**src/rtl/axil_pkg.sv**
```systemverilog
`default_nettype none
// ============================================================================
// Module      : axil_pkg
// Description : Shared AXI4-Lite definitions for the host register block:
//               response codes and the byte-to-word address offset.
// Revision    : 1.0 - initial release
// ============================================================================
package axil_pkg;

  typedef logic [1:0] resp_t;

  // AXI response codes used by this slave
  localparam resp_t RESP_OKAY   = 2'b00;
  localparam resp_t RESP_SLVERR = 2'b10;

  // Registers are 32-bit words, so the word index starts at byte-address bit 2
  localparam int ADDR_LSB = 2;

endpackage
`default_nettype wire

```
**src/rtl/axil_reg_bank.sv**
```systemverilog
`default_nettype none
// ============================================================================
// Module      : axil_reg_bank
// Description : Register storage for the AXI-Lite register block. One write
//               port (full-word, range checked) and one combinational read
//               port that returns zero for out-of-range addresses.
// Revision    : 1.0 - initial release
// ============================================================================
module axil_reg_bank
  import axil_pkg::*;
#(
  parameter int C_DATA_W   = 32,
  parameter int C_ADDR_W   = 32,
  parameter int C_NUM_REGS = 16
) (
  input  logic                clk,
  input  logic                rst,
  input  logic                i_wr_en,
  input  logic [C_ADDR_W-1:0] i_wr_addr,
  input  logic [C_DATA_W-1:0] i_wr_data,
  output logic                o_wr_err,
  input  logic [C_ADDR_W-1:0] i_rd_addr,
  output logic [C_DATA_W-1:0] o_rd_data,
  output logic                o_rd_err
);

  localparam int IDX_W   = $clog2(C_NUM_REGS);
  localparam int IDX_MSB = IDX_W + ADDR_LSB - 1;

  logic [C_DATA_W-1:0] r_regs [C_NUM_REGS];

  logic [IDX_W-1:0] w_wr_idx;
  logic [IDX_W-1:0] w_rd_idx;
  logic             w_wr_in_range;
  logic             w_rd_in_range;
  logic             w_unused;

  // Any set bit above the index field means the access is past the last register
  assign w_wr_idx      = i_wr_addr[IDX_MSB:ADDR_LSB];
  assign w_rd_idx      = i_rd_addr[IDX_MSB:ADDR_LSB];
  assign w_wr_in_range = (i_wr_addr[C_ADDR_W-1:IDX_MSB+1] == '0);
  assign w_rd_in_range = (i_rd_addr[C_ADDR_W-1:IDX_MSB+1] == '0);

  assign o_wr_err = ~w_wr_in_range;
  assign o_rd_err = ~w_rd_in_range;

  // Byte-offset bits inside a word carry no meaning for full-word registers
  assign w_unused = &{1'b0, i_wr_addr[ADDR_LSB-1:0], i_rd_addr[ADDR_LSB-1:0]};

  // Storage: cleared on reset, full-word replace on an in-range write
  always_ff @(posedge clk or posedge rst) begin
    if (rst) begin
      for (int i = 0; i < C_NUM_REGS; i++) begin
        r_regs[i] <= '0;
      end
    end else if (i_wr_en && w_wr_in_range) begin
      r_regs[w_wr_idx] <= i_wr_data;
    end
  end

  // Read mux: out-of-range reads return zero
  always_comb begin
    o_rd_data = '0;
    if (w_rd_in_range) begin
      o_rd_data = r_regs[w_rd_idx];
    end
  end

endmodule
`default_nettype wire

```
**src/rtl/axil_reg_block.sv**
```systemverilog
`default_nettype none
// ============================================================================
// Module      : axil_reg_block
// Description : AXI4-Lite slave exposing C_NUM_REGS read/write registers.
//               Independent single-beat write and read channels, each a
//               small handshake FSM (ready pulse, then response valid).
// Revision    : 1.0 - initial release
// ============================================================================
module axil_reg_block
  import axil_pkg::*;
#(
  parameter int C_DATA_W   = 32,
  parameter int C_ADDR_W   = 32,
  parameter int C_NUM_REGS = 16
) (
  input  logic                s_axi_aclk,
  input  logic                s_axi_areset,
  input  logic [C_ADDR_W-1:0] s_axi_awaddr,
  input  logic                s_axi_awvalid,
  output logic                s_axi_awready,
  input  logic [C_DATA_W-1:0] s_axi_wdata,
  input  logic                s_axi_wvalid,
  output logic                s_axi_wready,
  output logic [1:0]          s_axi_bresp,
  output logic                s_axi_bvalid,
  input  logic                s_axi_bready,
  input  logic [C_ADDR_W-1:0] s_axi_araddr,
  input  logic                s_axi_arvalid,
  output logic                s_axi_arready,
  output logic [C_DATA_W-1:0] s_axi_rdata,
  output logic [1:0]          s_axi_rresp,
  output logic                s_axi_rvalid,
  input  logic                s_axi_rready
);

  localparam logic [1:0] WR_IDLE   = 2'd0;
  localparam logic [1:0] WR_ACCEPT = 2'd1;
  localparam logic [1:0] WR_RESP   = 2'd2;

  localparam logic [1:0] RD_IDLE   = 2'd0;
  localparam logic [1:0] RD_ACCEPT = 2'd1;
  localparam logic [1:0] RD_VALID  = 2'd2;

  logic [1:0]          r_wr_state;
  logic [1:0]          w_wr_state_next;
  logic [1:0]          r_rd_state;
  logic [1:0]          w_rd_state_next;
  logic                w_wr_hs;
  logic                w_rd_hs;
  logic                w_wr_err;
  logic                w_rd_err;
  logic [C_DATA_W-1:0] w_rd_data;
  resp_t               r_bresp;
  resp_t               r_rresp;
  logic [C_DATA_W-1:0] r_rdata;

  // A write lands on the edge where both ready pulses meet both valids
  assign w_wr_hs = (r_wr_state == WR_ACCEPT) && s_axi_awvalid && s_axi_wvalid;
  assign w_rd_hs = (r_rd_state == RD_ACCEPT) && s_axi_arvalid;

  axil_reg_bank #(
    .C_DATA_W   (C_DATA_W),
    .C_ADDR_W   (C_ADDR_W),
    .C_NUM_REGS (C_NUM_REGS)
  ) u_bank (
    .clk       (s_axi_aclk),
    .rst       (s_axi_areset),
    .i_wr_en   (w_wr_hs),
    .i_wr_addr (s_axi_awaddr),
    .i_wr_data (s_axi_wdata),
    .o_wr_err  (w_wr_err),
    .i_rd_addr (s_axi_araddr),
    .o_rd_data (w_rd_data),
    .o_rd_err  (w_rd_err)
  );

  // Write channel state register
  always_ff @(posedge s_axi_aclk or posedge s_axi_areset) begin
    if (s_axi_areset) r_wr_state <= WR_IDLE;
    else              r_wr_state <= w_wr_state_next;
  end

  // Write channel next state: only a full AW+W pair is accepted, one at a time
  always_comb begin
    w_wr_state_next = r_wr_state;
    case (r_wr_state)
      WR_IDLE:   if (s_axi_awvalid && s_axi_wvalid) w_wr_state_next = WR_ACCEPT;
      WR_ACCEPT: w_wr_state_next = w_wr_hs ? WR_RESP : WR_IDLE;
      WR_RESP:   if (s_axi_bready) w_wr_state_next = WR_IDLE;
      default:   w_wr_state_next = WR_IDLE;
    endcase
  end

  // Write channel outputs decoded from state
  always_comb begin
    s_axi_awready = (r_wr_state == WR_ACCEPT);
    s_axi_wready  = (r_wr_state == WR_ACCEPT);
    s_axi_bvalid  = (r_wr_state == WR_RESP);
  end

  // Write response code captured at the handshake, held until the next write
  always_ff @(posedge s_axi_aclk or posedge s_axi_areset) begin
    if (s_axi_areset)  r_bresp <= RESP_OKAY;
    else if (w_wr_hs)  r_bresp <= w_wr_err ? RESP_SLVERR : RESP_OKAY;
  end

  // Read channel state register
  always_ff @(posedge s_axi_aclk or posedge s_axi_areset) begin
    if (s_axi_areset) r_rd_state <= RD_IDLE;
    else              r_rd_state <= w_rd_state_next;
  end

  // Read channel next state: one outstanding read, released by rready
  always_comb begin
    w_rd_state_next = r_rd_state;
    case (r_rd_state)
      RD_IDLE:   if (s_axi_arvalid) w_rd_state_next = RD_ACCEPT;
      RD_ACCEPT: w_rd_state_next = w_rd_hs ? RD_VALID : RD_IDLE;
      RD_VALID:  if (s_axi_rready) w_rd_state_next = RD_IDLE;
      default:   w_rd_state_next = RD_IDLE;
    endcase
  end

  // Read channel outputs decoded from state
  always_comb begin
    s_axi_arready = (r_rd_state == RD_ACCEPT);
    s_axi_rvalid  = (r_rd_state == RD_VALID);
  end

  // Read data sampled at the handshake edge, so a same-edge write is not seen
  always_ff @(posedge s_axi_aclk or posedge s_axi_areset) begin
    if (s_axi_areset) begin
      r_rdata <= '0;
      r_rresp <= RESP_OKAY;
    end else if (w_rd_hs) begin
      r_rdata <= w_rd_data;
      r_rresp <= w_rd_err ? RESP_SLVERR : RESP_OKAY;
    end
  end

  assign s_axi_bresp = r_bresp;
  assign s_axi_rdata = r_rdata;
  assign s_axi_rresp = r_rresp;

endmodule
`default_nettype wire

```
**config.mk**
```make
export PLATFORM = sky130hd
export DESIGN_NAME = axil_reg_block
export DESIGN_NICKNAME = d
export VERILOG_FILES = /design/src/rtl/axil_pkg.sv /design/src/rtl/axil_reg_bank.sv /design/src/rtl/axil_reg_block.sv
export SDC_FILE = /design/constraint.sdc
export NUM_CORES = 1
export LEC_CHECK = 0
export ABC_AREA = 1
export CORE_ASPECT_RATIO = 1.5
export CORE_MARGIN = 5
export CORE_UTILIZATION = 40
export CTS_CLUSTER_SIZE = 40
export DETAILED_ROUTE_END_ITERATION = 16
export SLEW_MARGIN = 15
export SYNTH_ARGS = -nofsm -noshare
export SYNTH_HDL_FRONTEND = slang
export SYNTH_SLANG_ARGS = --single-unit
```
**constraint.sdc**
```tcl
create_clock -name s_axi_aclk -period 41.1 [get_ports s_axi_aclk]
set_input_delay 4.11 -clock s_axi_aclk [delete_from_list [all_inputs] [get_ports s_axi_aclk]]
set_output_delay 4.11 -clock s_axi_aclk [all_outputs]
set_load 0.02 [all_outputs]
```
# [After elaboration in Yosys (flattened, before gate mapping)]
# Cells that the tools add are included.
[totals] regBits=552 latchBits=0 mem_bits_rw=0 rom_bits=0 input_bits=103 out_inout_bits=41 word_cells=63 n_memories=0
[op_classes] add_sub_neg=0 mul=0 div_mod_pow=0 order_cmp=3 n_eq_ne=8 shifts=0 muxes=17 bitwise_logic=2 n_reduce_logical=12
[ops] cell="$bwmux W512" count=1
[ops] cell="$bmux W32 S4" count=1
[ops] cell="$demux W32 S4" count=1
[ops] cell="$mux W32" count=4
[ops] cell="$logic_not A26 Y1" count=2
[ops] cell="$mux W2" count=8
[ops] cell="$pmux W2 S3" count=2
[ops] cell="$ge A5 B5 Y1 const B" count=2
[ops] cell="$not A4 Y5" count=2
[ops] cell="$logic_and A1 B1 Y1" count=6
[ops] cell="$lt A5 B1 Y1 const B" count=1
[ops] cell="$eq A2 B1 Y1 const B" count=2
[ops] cell="$eq A2 B2 Y1 const B" count=2
[ops] cell="$logic_not A2 Y1" count=2
[ops] cell="$ne A2 B1 Y1 const B" count=2
[ops] cell="$ne A2 B2 Y1 const B" count=2
[ops] cell="$reduce_and A2 Y1" count=2

# [Longest topological paths before layout]
[depth] word_depth=6 ltp_mapped=10 depth_no_buf=8

# [Hierarchy]
# Synthesis repeated with hierarchy kept, for this count alone.
[hier_totals] hier_cells=3732 area_unflattened_um2=28245.8
[modules_own_cells] mod="axil_reg_bank" instances=1 cells_each=3558 area_per_inst_um2=26674.3
[modules_own_cells] mod="axil_reg_block" instances=1 cells_each=174 area_per_inst_um2=1571.5

# [Worst setup path before layout]
# Ideal clock, no wire load.
[synth_timing] path_kind="input to register" startpoint="input port s_axi_awaddr[27]" endpoint="register u_bank.r_regs[100] (netlist name)" arrival_ps=5202 t_required_ps=40983 slack_ps=35781 stages=10 n_path_buf=2 cell_sequence="nor2_1 > nand2_1 > nor2_1 > nand2_1 > nor2_2 > buf_4 > nand3_1 > clkbuf_1 > nand2_1 > nand2_1"
[synth_between] elab_chain_cells=2
[synth_rtl] element="start, declared" line_no="axil_reg_block.sv:18" text="input logic [C_ADDR_W-1:0] s_axi_awaddr,"
[synth_rtl] element="$logic_not A26 Y1" line_no="axil_reg_bank.sv:41" text="assign w_wr_in_range = (i_wr_addr[C_ADDR_W-1:IDX_MSB+1] == '0);"
[synth_rtl] element="$logic_and A1 B1 Y1" line_no="axil_reg_bank.sv:56" text="end else if (i_wr_en && w_wr_in_range) begin"
[synth_rtl] element="end signal, assigned by index" line_no="axil_reg_bank.sv:57" text="r_regs[w_wr_idx] <= i_wr_data;"
[synth_rtl] element="end, declared" line_no="axil_reg_bank.sv:30" text="logic [C_DATA_W-1:0] r_regs [C_NUM_REGS];"
# No other way between the ends.
# A chain may end at the register's enable or synchronous reset.

# [Final worst setup path]
[layout_timing] startpoint="input port s_axi_awaddr[27]" endpoint="register u_bank.r_regs[245] (netlist name)"
# The elaborated chain is that of the path after synthesis.

==> metrics.md <==
| Metric | Value |
|---|---|
| Status | `completed` |
| DR vias | `26298` |
| Sink Count | `550` |
| Drt total wl | `106000 um` |
| Power per cell area | `36.7 mW/mm2` |
| First-pass GRT wire length | `159000 um` |
| Initial antenna violation count | `10` |
| Top cell by count, worst path | `buf_4` |
| Critical path peak fanout | `95` |
| Layout cells sized above 1 | `5.25%` |
| Syn Inst Count | `3654` |
| Setup WS pre-CTS | `31.41 ns` |
| Netlist cell types | `20` |
| Average cell area after synthesis | `7.53 um2` |
| Critical Path RT | `41.64 ns` |
| Post-cts hold buffer count | `0` |
| # DRC | `0` |
| Flip-flop and latch count after synthesis | `550` |
| Die Wd | `224 um` |
| Yosys Warn Count | `0` |
| Post-CTS setup buffers | `0` |
| Die extent in y | `331 um` |
| Vias in the first global route | `25226` |
| GP Congestion | `0.792` |
| Worst clock skew | `0.0217 ns` |
| GRT overflow | `0` |
| Period utilisation layout | `22.2%` |
| Die ar. | `0.0742 mm2` |
| LEAKAGE | `0.0154 uW` |
| Startpoint types | `input port` |
| Share of Yosys cell area claimed by the top area cell type | `50.0%` |
| Leading area contributor after synthesis | `dfrtp_1` |
| Final Hold Violating Endpoints | `0` |
| Worst R2R Start | `r_wr_state[1]$_DFFE_PP0P_` |
| CTS tree | `built` |
| Commonest non-fill, non-tap cell in the layout | `nand2_1` |
| Post-CTS Resized | `0` |
| Count of pins over their slew limit | `0` |
| Mapped Area | `0.0275 mm2` |
| Crit-path cells | `clkdlybuf4s50_1, nor2_1, nand2_1, nor2_1, nand2_1, nor2_4, buf_4, buf_4, buf_4, buf_4, nand4_1, nand2_1` |
| Initial Util | `40.4%` |
| Area Overhead vs Synth | `12.2%` |
| Drt pass-1 iters | `6` |
| Commonest non-fill, non-tap cells in the layout | `1625 x nand2_1, 550 x dfrtp_1, 512 x nand4_1` |
| Filler Cell Count | `6949` |
| End-of-flow core utilization | `45.3%` |
| I/O pins | `144` |
| Worst-path cell with the longest stage delay | `buf_4` |
| Pin count of the biggest net entering global routing | `215` |
| Worst setup path start | `s_axi_awaddr[27]` |
| Global-route usage over all layers | `27.4%` |
| RSZ-0062 raised after global routing | `no` |
| Slew @ Worst Pin | `1.18 ns` |
| Max_slew headroom | `21.4%` |
| Smallest setup slack after layout | `31.96 ns` |
| Nets | `3621` |
| TritonCTS Buffers | `54` |
| Sum of negative setup slack | `0 ns` |
| Port bufs | `137` |
| Final Critical Period | `9.14 ns` |
| Clock transition at path regs | `0.06 ns` |
| Htree depth | `2` |
| Seq/Total Area, Yosys | `50.0%` |
| Fin cells | `4458` |
| Final setup viols | `0` |
| FMAX | `109 MHz` |
| Max VDD drop | `0.0336 mV` |
| Post-DP HPWL | `52000 um` |
| # Max-Cap Violations | `0` |
| Hold_sp | `u_bank.r_regs[296]$_DFFE_PP0P_` |
| CTS max path bufs | `3` |
| CTS root buffer | `clkbuf_16` |
| Rows | `117` |
| Crit end category | `flop` |
| DR vias/cell | `5.90` |
| Dpl cells | `4354` |
| Remaining antenna violation count after routing | `0` |
| Clk Latency, worst-skew pair | `0.61 ns` |
| Crit Path Class | `in -> reg` |
| Drt wl/cell | `23.8 um` |
| Core footprint | `0.0681 mm2` |
| Worst Hold Class | `reg -> reg` |
| CP max stage delay | `0.94 ns` |
| Largest cells by area after synthesis | `dfrtp_1 50%, nand2_1 22%, nand4_1 12%` |
| Critical path arrival | `9.68 ns` |
| Initial drt markers | `3209` |
## critical path, delay by kind of cell
kind                   cells  cell delay (ns)
and+or+nand+nor            7             1.57
buffers and inverters      5             3.84
## path summary, 6_finish.rpt
kind,to,slack [ns],depth (start not counted)
max,u_bank.r_regs[245]$_DFFE_PP0P_,31.96,12
min,u_bank.r_regs[296]$_DFFE_PP0P_,0.47,2
max reg2reg,u_bank.r_regs[24]$_DFFE_PP0P_,38.05,6
min reg2reg,u_bank.r_regs[296]$_DFFE_PP0P_,0.47,2
max in group asynchronous,u_bank.r_regs[284]$_DFFE_PP0P_,33.79,5
min in group asynchronous,u_bank.r_regs[387]$_DFFE_PP0P_,4.13,2
## per-layer routing
metal	wire [um]	vias to the layer above	global-route usage [%]
met4	5620	6	12.2
met5	48	-	0
met2	50500	1212	45.3
met1	41700	12838	35.3
li1	-	11932	-
met3	8200	310	4.44
## final cells by class
type	count	area [um2]	area share [%]
Timing Repair Buffer	197	1870	6.04
Inverter	15	73.8	0.239
Sequential cell	550	13800	44.6
Clock inverter	8	68.8	0.223
Tap cell	892	1120	3.62
Multi-Input combinational cell	2700	12300	39.8
Antenna cell	6	15.0	0.0486
Clock buffer	90	1680	5.44
## logic make-up after synthesis
group | synth area share (%)
other | 0.0136
DFF | 50.0
buffers and inverters | 6.14
and+or+nand+nor | 43.8
AOI/OAI and AO/OA | 0.0818
## where the power goes
group	total, uW	internal (uW)	switching, uW
Combinational	87.9	20.3	67.6
Clock	502	283	219
Sequential	542	542	0.517
## metrics by stage
| step | total power, uW | area (um2) | hold WS [ns] |
|---|---|---|---|
| 6_report | 1130 | 30900 | 0.469 |
| 5_1_grt | 1160 | 30900 | 0.482 |
| 4_1_cts | 1140 | 30900 | 0.473 |
| 3_5_place_dp | 640 | 29100 | 0.458 |
| 3_3_place_gp | 640 | 29100 | 0.453 |
| 2_1_floorplan | 602 | 27500 | 0.442 |
## state kept, by name, indices dropped and copies added (netlist names)
register / cells
s_axi_bresp: 1
r_rd_state: 2
r_wr_state: 2
u_bank.r_regs: 512
s_axi_rresp: 1
s_axi_rdata: 32
## synth_stat cells
cell type,count
nand3_1,496
nor3_1,2
nor3_4,1
buf_4,6
o31ai_1,1
buf_1,27
nor2_1,53
conb_1,1
or2_2,1
nand2_1,1626
inv_2,2
o21ai_0,2
buf_2,117
a21oi_1,1
inv_1,13
clkbuf_1,240
nor2_2,2
dfrtp_1,550
and3_1,1
nand4_1,512
(Power assumes the default switching activity.)
